`src/rtl/toy_inst_fetch.sv`:
```
// Instruction-fetch initiator: owns the fetch PC, issues 1-cycle memory reads and
// pairs each returned word with its PC in a small FIFO presented to the decoder.
module toy_inst_fetch #(
    parameter int unsigned              ADDR_WIDTH = 32,
    parameter int unsigned              DATA_WIDTH = 32,
    parameter logic [ADDR_WIDTH-1:0]    RESET_PC   = '0,
    parameter int unsigned              BUF_DEPTH  = 2
) (
    input  logic                        clk,
    input  logic                        rst,
    output logic                        mem_en,
    output logic [ADDR_WIDTH-1:0]       mem_addr,
    input  logic [DATA_WIDTH-1:0]       mem_rd_data,
    output logic [DATA_WIDTH-1:0]       mem_wr_data,
    output logic [DATA_WIDTH/8-1:0]     mem_wr_byte_en,
    output logic                        mem_wr_en,
    input  logic                        redirect_vld,
    input  logic [ADDR_WIDTH-1:0]       redirect_pc,
    output logic                        inst_vld,
    input  logic                        inst_rdy,
    output logic [ADDR_WIDTH-1:0]       inst_pc,
    output logic [DATA_WIDTH-1:0]       inst_data
);

    localparam int unsigned PTR_W = (BUF_DEPTH > 1) ? $clog2(BUF_DEPTH) : 1;
    localparam int unsigned CNT_W = PTR_W + 1;

    logic [ADDR_WIDTH-1:0] fetch_pc_q, fetch_pc_d;
    logic                  inflight_q, inflight_d;
    logic [ADDR_WIDTH-1:0] inflight_pc_q, inflight_pc_d;
    logic [ADDR_WIDTH-1:0] pc_mem_q [BUF_DEPTH];
    logic [ADDR_WIDTH-1:0] pc_mem_d [BUF_DEPTH];
    logic [DATA_WIDTH-1:0] data_mem_q [BUF_DEPTH];
    logic [DATA_WIDTH-1:0] data_mem_d [BUF_DEPTH];
    logic [PTR_W-1:0]      rd_ptr_q, rd_ptr_d;
    logic [PTR_W-1:0]      wr_ptr_q, wr_ptr_d;
    logic [CNT_W-1:0]      count_q, count_d;

    logic                  pop;
    logic                  push;
    logic                  issue;
    logic [CNT_W-1:0]      occupancy;
    logic                  unused_redirect_lsbs;

    assign unused_redirect_lsbs = ^redirect_pc[1:0];

    // Occupancy counts the in-flight word too, so an issue never outruns free space.
    always_comb begin
        pop       = inst_vld & inst_rdy & ~redirect_vld;
        push      = inflight_q & ~redirect_vld;
        occupancy = count_q + CNT_W'(inflight_q);
        issue     = ~rst & ~redirect_vld & ((occupancy - CNT_W'(pop)) < CNT_W'(BUF_DEPTH));
    end

    always_comb begin
        fetch_pc_d    = fetch_pc_q;
        inflight_d    = issue;
        inflight_pc_d = inflight_pc_q;
        pc_mem_d      = pc_mem_q;
        data_mem_d    = data_mem_q;
        rd_ptr_d      = rd_ptr_q;
        wr_ptr_d      = wr_ptr_q;
        count_d       = count_q + CNT_W'(push) - CNT_W'(pop);

        if (issue) begin
            inflight_pc_d = fetch_pc_q;
            fetch_pc_d    = fetch_pc_q + ADDR_WIDTH'(4);
        end

        if (push) begin
            pc_mem_d[wr_ptr_q]   = inflight_pc_q;
            data_mem_d[wr_ptr_q] = mem_rd_data;
            wr_ptr_d             = wr_ptr_q + PTR_W'(1);
        end

        if (pop) begin
            rd_ptr_d = rd_ptr_q + PTR_W'(1);
        end

        // Redirect drops the buffer and the word returning this cycle.
        if (redirect_vld) begin
            fetch_pc_d = {redirect_pc[ADDR_WIDTH-1:2], 2'b00};
            inflight_d = 1'b0;
            count_d    = '0;
            rd_ptr_d   = '0;
            wr_ptr_d   = '0;
        end
    end

    always_ff @(posedge clk or posedge rst) begin
        if (rst) begin
            fetch_pc_q    <= RESET_PC;
            inflight_q    <= 1'b0;
            inflight_pc_q <= '0;
            rd_ptr_q      <= '0;
            wr_ptr_q      <= '0;
            count_q       <= '0;
            for (int i = 0; i < BUF_DEPTH; i++) begin
                pc_mem_q[i]   <= '0;
                data_mem_q[i] <= '0;
            end
        end else begin
            fetch_pc_q    <= fetch_pc_d;
            inflight_q    <= inflight_d;
            inflight_pc_q <= inflight_pc_d;
            rd_ptr_q      <= rd_ptr_d;
            wr_ptr_q      <= wr_ptr_d;
            count_q       <= count_d;
            pc_mem_q      <= pc_mem_d;
            data_mem_q    <= data_mem_d;
        end
    end

    assign mem_en         = issue;
    assign mem_addr       = {2'b00, fetch_pc_q[ADDR_WIDTH-1:2]};
    assign mem_wr_data    = '0;
    assign mem_wr_byte_en = '0;
    assign mem_wr_en      = 1'b0;

    assign inst_vld  = (count_q != '0);
    assign inst_pc   = pc_mem_q[rd_ptr_q];
    assign inst_data = data_mem_q[rd_ptr_q];

    a_no_overflow: assert property (@(posedge clk) disable iff (rst)
        !(push && !pop && (count_q == CNT_W'(BUF_DEPTH))));

endmodule

```
`config.mk`:
```
export PLATFORM = sky130hd
export DESIGN_NAME = toy_inst_fetch
export DESIGN_NICKNAME = d
export VERILOG_FILES = /design/src/rtl/toy_inst_fetch.sv
export SDC_FILE = /design/constraint.sdc
export NUM_CORES = 1
export LEC_CHECK = 0
export ABC_CLOCK_PERIOD_IN_PS = 8200
export CAP_MARGIN = 15
export CELL_PAD_IN_SITES_DETAIL_PLACEMENT = 1
export CELL_PAD_IN_SITES_GLOBAL_PLACEMENT = 2
export CORE_ASPECT_RATIO = 1.75
export CORE_MARGIN = 2
export CORE_UTILIZATION = 36
export DETAILED_ROUTE_END_ITERATION = 8
export PLACE_DENSITY = 0.81
export SLEW_MARGIN = 20
export SYNTH_ARGS = -nofsm -noshare
export SYNTH_HDL_FRONTEND = slang
export SYNTH_SLANG_ARGS = --single-unit
```
`constraint.sdc`:
```
create_clock -name clk -period 8.2 [get_ports clk]
set_input_delay 0.82 -clock clk [delete_from_list [all_inputs] [get_ports clk]]
set_output_delay 0.82 -clock clk [all_outputs]
set_load 0.03 [all_outputs]
```
== Yosys cells after proc, flatten, opt, wreduce, memory -nomap -nowiden ==
Index checks and enable logic that the tools add are counted.
W data, S select, Z words.

* $add $sub $neg: 7
* $lt $le $gt $ge: 4
* Mux-type cells: 18
* Bitwise operators: 9
* Reductions and logical operators: 5

{| class="wikitable"
|+ Operator list
! kind !! count
|-
| $mux W32 || 9
|-
| $bwmux W64 || 2
|-
| $add A32 B3 Y32 const B || 1
|-
| $demux W32 S1 || 1
|-
| $reduce_bool A2 Y1 || 4
|-
| $and A1 B1 Y1 || 5
|-
| $mux W1 || 5
|-
| $add A2 B1 Y2 || 2
|-
| $ge A2 B2 Y1 const B || 2
|-
| $not A1 Y2 || 2
|-
| $sub A2 B1 Y2 || 2
|-
| $add A1 B1 Y1 const B || 2
|-
| $lt A2 B1 Y1 const B || 1
|-
| $lt A2 B2 Y1 const B || 1
|-
| $mux W2 || 1
|-
| $not A1 Y1 || 2
|-
| $logic_and A1 B1 Y1 || 1
|}

* Bits in registers: 197
* Output and inout port bits: 135
* Word-level logic and storage cells: 53

== Logic depth before layout (Yosys ltp) ==
* Depth after elaboration: 8
* Gate-level depth with buffers: 12
* Mapped depth without buffers: 8

== Least setup slack after synthesis ==
No wires, ideal clock.

* Path kind: input-to-reg
* Start point: in rst
* End point: reg fetch_pc_q[8]
* Arrival: 6.911 ns
* Required time: 8.059 ns
* Path slack: 1.148 ns
* Stages on the path: 6
* Path through: clkbuf_1 -> clkinv_1 -> and3_1 -> buf_1 -> o2111ai_1 -> a31oi_1

* Cells in the longest elaborated chain, start to end: 4

{| class="wikitable"
|+ RTL lines
! what !! line !! text
|-
| start, declared || 10 || <nowiki>input logic rst,</nowiki>
|-
| $not A1 Y1 || 52 || <nowiki>issue = ~rst & ~redirect_vld & ((occupancy - CNT_W'(pop)) < CNT_W'(BUF_DEPTH));</nowiki>
|-
| $and A1 B1 Y1 (2 in a row) || 52 ||
|-
| $reduce_bool A2 Y1 (no line) || - ||
|-
| end signal, assigned || 103 || <nowiki>fetch_pc_q <= fetch_pc_d;</nowiki>
|-
| end, declared || 28 || <nowiki>logic [ADDR_WIDTH-1:0] fetch_pc_q, fetch_pc_d;</nowiki>
|}

No other way between the ends.
A chain may end at the register's enable or synchronous reset.

== Worst setup path in the final report ==
* Start point: in inst_rdy
* End point: out mem_en

* Cells in the longest elaborated chain, start to end: 5

{| class="wikitable"
|+ RTL lines
! what !! line !! text
|-
| start, declared || 20 || <nowiki>input logic inst_rdy,</nowiki>
|-
| $and A1 B1 Y1 (2 in a row) || 49 || <nowiki>pop = inst_vld & inst_rdy & ~redirect_vld;</nowiki>
|-
| $sub A2 B1 Y2 || 52 ||
|-
| $lt A2 B2 Y1 || 52 ||
|-
| $and A1 B1 Y1 || 52 ||
|-
| end, declared || 11 || <nowiki>output logic mem_en,</nowiki>
|}

No other way between the ends.

==> metrics.md <==
| Metric | Value |
|---|---|
| Status | `finished, final reports clean` |
| Top cell type by total area after synthesis | `dfrtp_1` |
| Final Setup Violations | `0` |
| Setup crit start | `inst_rdy` |
| Layout cells sized above 1 | `30.90%` |
| Synth Cell Area | `9196 sq um` |
| Synthesized area per cell | `12.51 sq um` |
| # nets final | `949` |
| Clk sinks | `189` |
| Hold crit path type | `flip-flop to flip-flop` |
| Ant diodes | `0` |
| Clock Latency Late Sink | `0.45 ns` |
| Tot Pwr | `3.767 mW` |
| Full die area | `26,890 sq um` |
| DRC | `0` |
| Synth area leaders | `dfrtp_1 (51%), mux2_2 (26%), buf_4 (3.3%)` |
| Final Hold Vio Count | `0` |
| DIE HEIGHT | `215.4 um` |
| Max-cap violations | `0` |
| DRT Wirelength | `24,600 um` |
| Ys flop type | `dfrtp_1` |
| Reg-to-Reg Start | `count_q[1]` |
| Fin crit period | `4.711 ns` |
| Fin worst setup slack | `3.489 ns` |
| Core area | `25,240 sq um` |
| FF/Latch Area | `4731 sq um` |
| Slowest CP cell | `clkdlybuf4s50_1` |
| Synth Register Bits | `189` |
| Max Clk Rate | `212.3 MHz` |
| Post-CTS sizing | `0` |
| Area grow syn2layout | `25.80%` |
| Leak | `4.652 nW` |
| CTS tree | `done` |
| CP Data Required Time | `7.38 ns` |
| Int Pwr | `2.456 mW` |
| ANT nets after route | `0` |
| Critical path's top delay family | `buffers and inverters` |
| Crit. End Element | `primary output` |
| Yosys top cell area share | `51.43%` |
| CP peak stage delay | `0.77 ns` |
| Synth async-reset ratio | `100.0%` |
| Starting Density | `36.43%` |
| Layout fillers | `2,665` |
| First-pass GRT wire length | `39,190 um` |
| Number of synthesized flops with an enable pin | `0` |
| WHS | `0.5018 ns` |
| Sequential power share | `39.1%` |
| Initial antenna violation count | `0` |
| Combinational share of power | `37.9%` |
| Pwr dens | `325.6 nW/um^2` |
| Vias | `6,438` |
| Die Width | `124.8 um` |
| Initial DRC Count | `265` |
| Total Routing Usage GR | `18.65%` |
| Synthesis warning total | `0` |
| Largest net degree at the start of global routing | `128` |
| Via/cell ratio | `5.338` |
| DP Area | `10,950 sq um` |
| Multi-input gate area | `4134 sq um` |
| CTS max path bufs | `2` |
| Worst-Margin Slew | `1.030 ns` |
| Clock Skew | `0.01028 ns` |
| I/O pin count | `203` |
| Vias in the first global route | `6,911` |
| Switching power | `1.311 mW` |
| Routed length per instance | `20.40 um` |
| Post-synthesis sequential area ratio | `51.43%` |
| Startpoint type of the worst setup path | `primary input` |
| Post-DP HPWL | `16,200 um` |
| I/O Buffers | `159` |
| Relative slew slack | `30.87%` |
| Setup_tns | `0 ns` |
| Clock power frac | `23.0%` |
| RSZ-0062 raised after global routing | `false` |
| WP data arrival | `3.89 ns` |
| Site Rows | `77` |
| Yosys cell types | `46` |
| DP Worst Slack | `3.470 ns` |
| Worst path bufs/invs | `4` |
| Tcrit/Tclk final | `57.45%` |
| Crit path kind | `primary input to primary output` |
| Most frequent cells in the layout | `mux2_2 (216), dfrtp_1 (188), clkdlybuf4s50_1 (158), conb_1 (41), nand3_1 (26)` |
| CTS buffer count | `17` |
| Root Driver | `clkbuf_16` |
| HP Start | `data_mem_q[30]` |
| Final estimated routing congestion in global placement | `0.7811` |
| Hold Buf Count CTS | `0` |
| Post-CTS setup repair buffer count | `0` |
| H-tree depth | `4` |
| Drt pass-1 iters | `5` |
| Slew Viols, Final | `0` |
| Commonest non-fill, non-tap cell in the layout | `mux2_2` |
| Critical-path cell list | `clkdlybuf4s50_1, nand2_1, nor2_1, ha_1, xor2_1, xor2_2, buf_4, nor3_2, buf_4, clkdlybuf4s50_1` |
| Gr ovfl total | `0` |
| CP Max Fanout | `41` |
| Worst VDD drop | `0.0001539 V` |
| Worst-path clk slew | `0.06 ns` |
| Cell count after synthesis | `735` |
| Fin area | `11,570 sq um` |
| Switch share | `34.79%` |
final cells by class:
type / instances / area share (%)
flip-flops and latches: 189 / 40.89
multi-input cells: 493 / 35.73
repair buffers: 168 / 14.30
clock buffers: 20 / 4.034
well taps: 316 / 3.418
clock inverters: 12 / 1.298
inverters: 8 / 0.3245
cell usage after synthesis, drive strengths merged (5+ instances only):
master / n
nor2b: 17
nand3: 29
nand4: 16
o2111ai: 10
nand2: 20
a22oi: 9
dfrtp: 189
mux2: 216
nor4: 8
o31ai: 19
inv: 6
a31oi: 8
o311ai: 11
or2: 5
clkbuf: 32
buf: 53
or4: 11
nor2: 20
nor3: 12
routing by layer:
metal	track usage, %	wire length, um	part of all wire, %	up-vias
li1	-	-	-	2915
met1	21.60	9792	40	3321
met2	34.52	13510	55	184
met3	3.718	977	4.0	18
met4	5.667	323	1.3	0
met5	0	0	0	-
state kept, by name (all words and copies together), names as in the netlist:
name           cells
rd_ptr_q           1
inflight_pc_q     30
data_mem_q        64
pc_mem_q          60
wr_ptr_q           1
fetch_pc_q        30
count_q            2
inflight_q         1
power groups by stage:
stage / combinational (mW) / sequential [mW] / clock [mW]
global route: 1.51 / 1.53 / 0.936
CTS: 1.45 / 1.48 / 0.897
detailed placement: 1.44 / 1.50 / 0
global placement: 1.41 / 1.47 / 0
floorplan: 0.953 / 1.44 / 0
finish: 1.43 / 1.47 / 0.867
final timing paths:
path | endpoint | slack, ns | depth (start not counted)
max | mem_en | 3.49 | 10
max in group asynchronous | data_mem_q[60] | 5.49 | 4
min reg2reg | data_mem_q[30] | 0.50 | 1
min | data_mem_q[30] | 0.50 | 1
max reg2reg | inflight_pc_q[28] | 5.13 | 10
min in group asynchronous | fetch_pc_q[24] | 1.21 | 3
worst register-to-register path: stages (launching register included):
cell     delay (ns)
dfrtp_1        0.42
or2_2          0.32
nand2_1        0.12
nor2_1         0.07
ha_1           0.28
nor2b_1        0.32
xor2_2         0.10
buf_4          0.28
nor3_2         0.16
buf_4          0.44
mux2_2         0.44
logic make-up (layout without fill, tap and decap cells):
group,Yosys count,after routing,share of synthesized area (%)
mux,216,216,26.45
flops,189,189,51.43
compound gates,75,75,6.313
buf+inv,93,208,5.605
xor+xnor,7,7,0.6667
simple gates,150,150,8.952
fa+ha+maj,4,4,0.5442
other cells,1,41,0.04078
metrics by stage:
step | util (%) | instances
2_1_floorplan | - | 775
6_report | 45.83 | 1206
3_3_place_gp | 43.39 | 1174
4_1_cts | 45.83 | 1206
5_1_grt | 45.83 | 1206
3_5_place_dp | 43.39 | 1174
(Power assumes the default switching activity.)
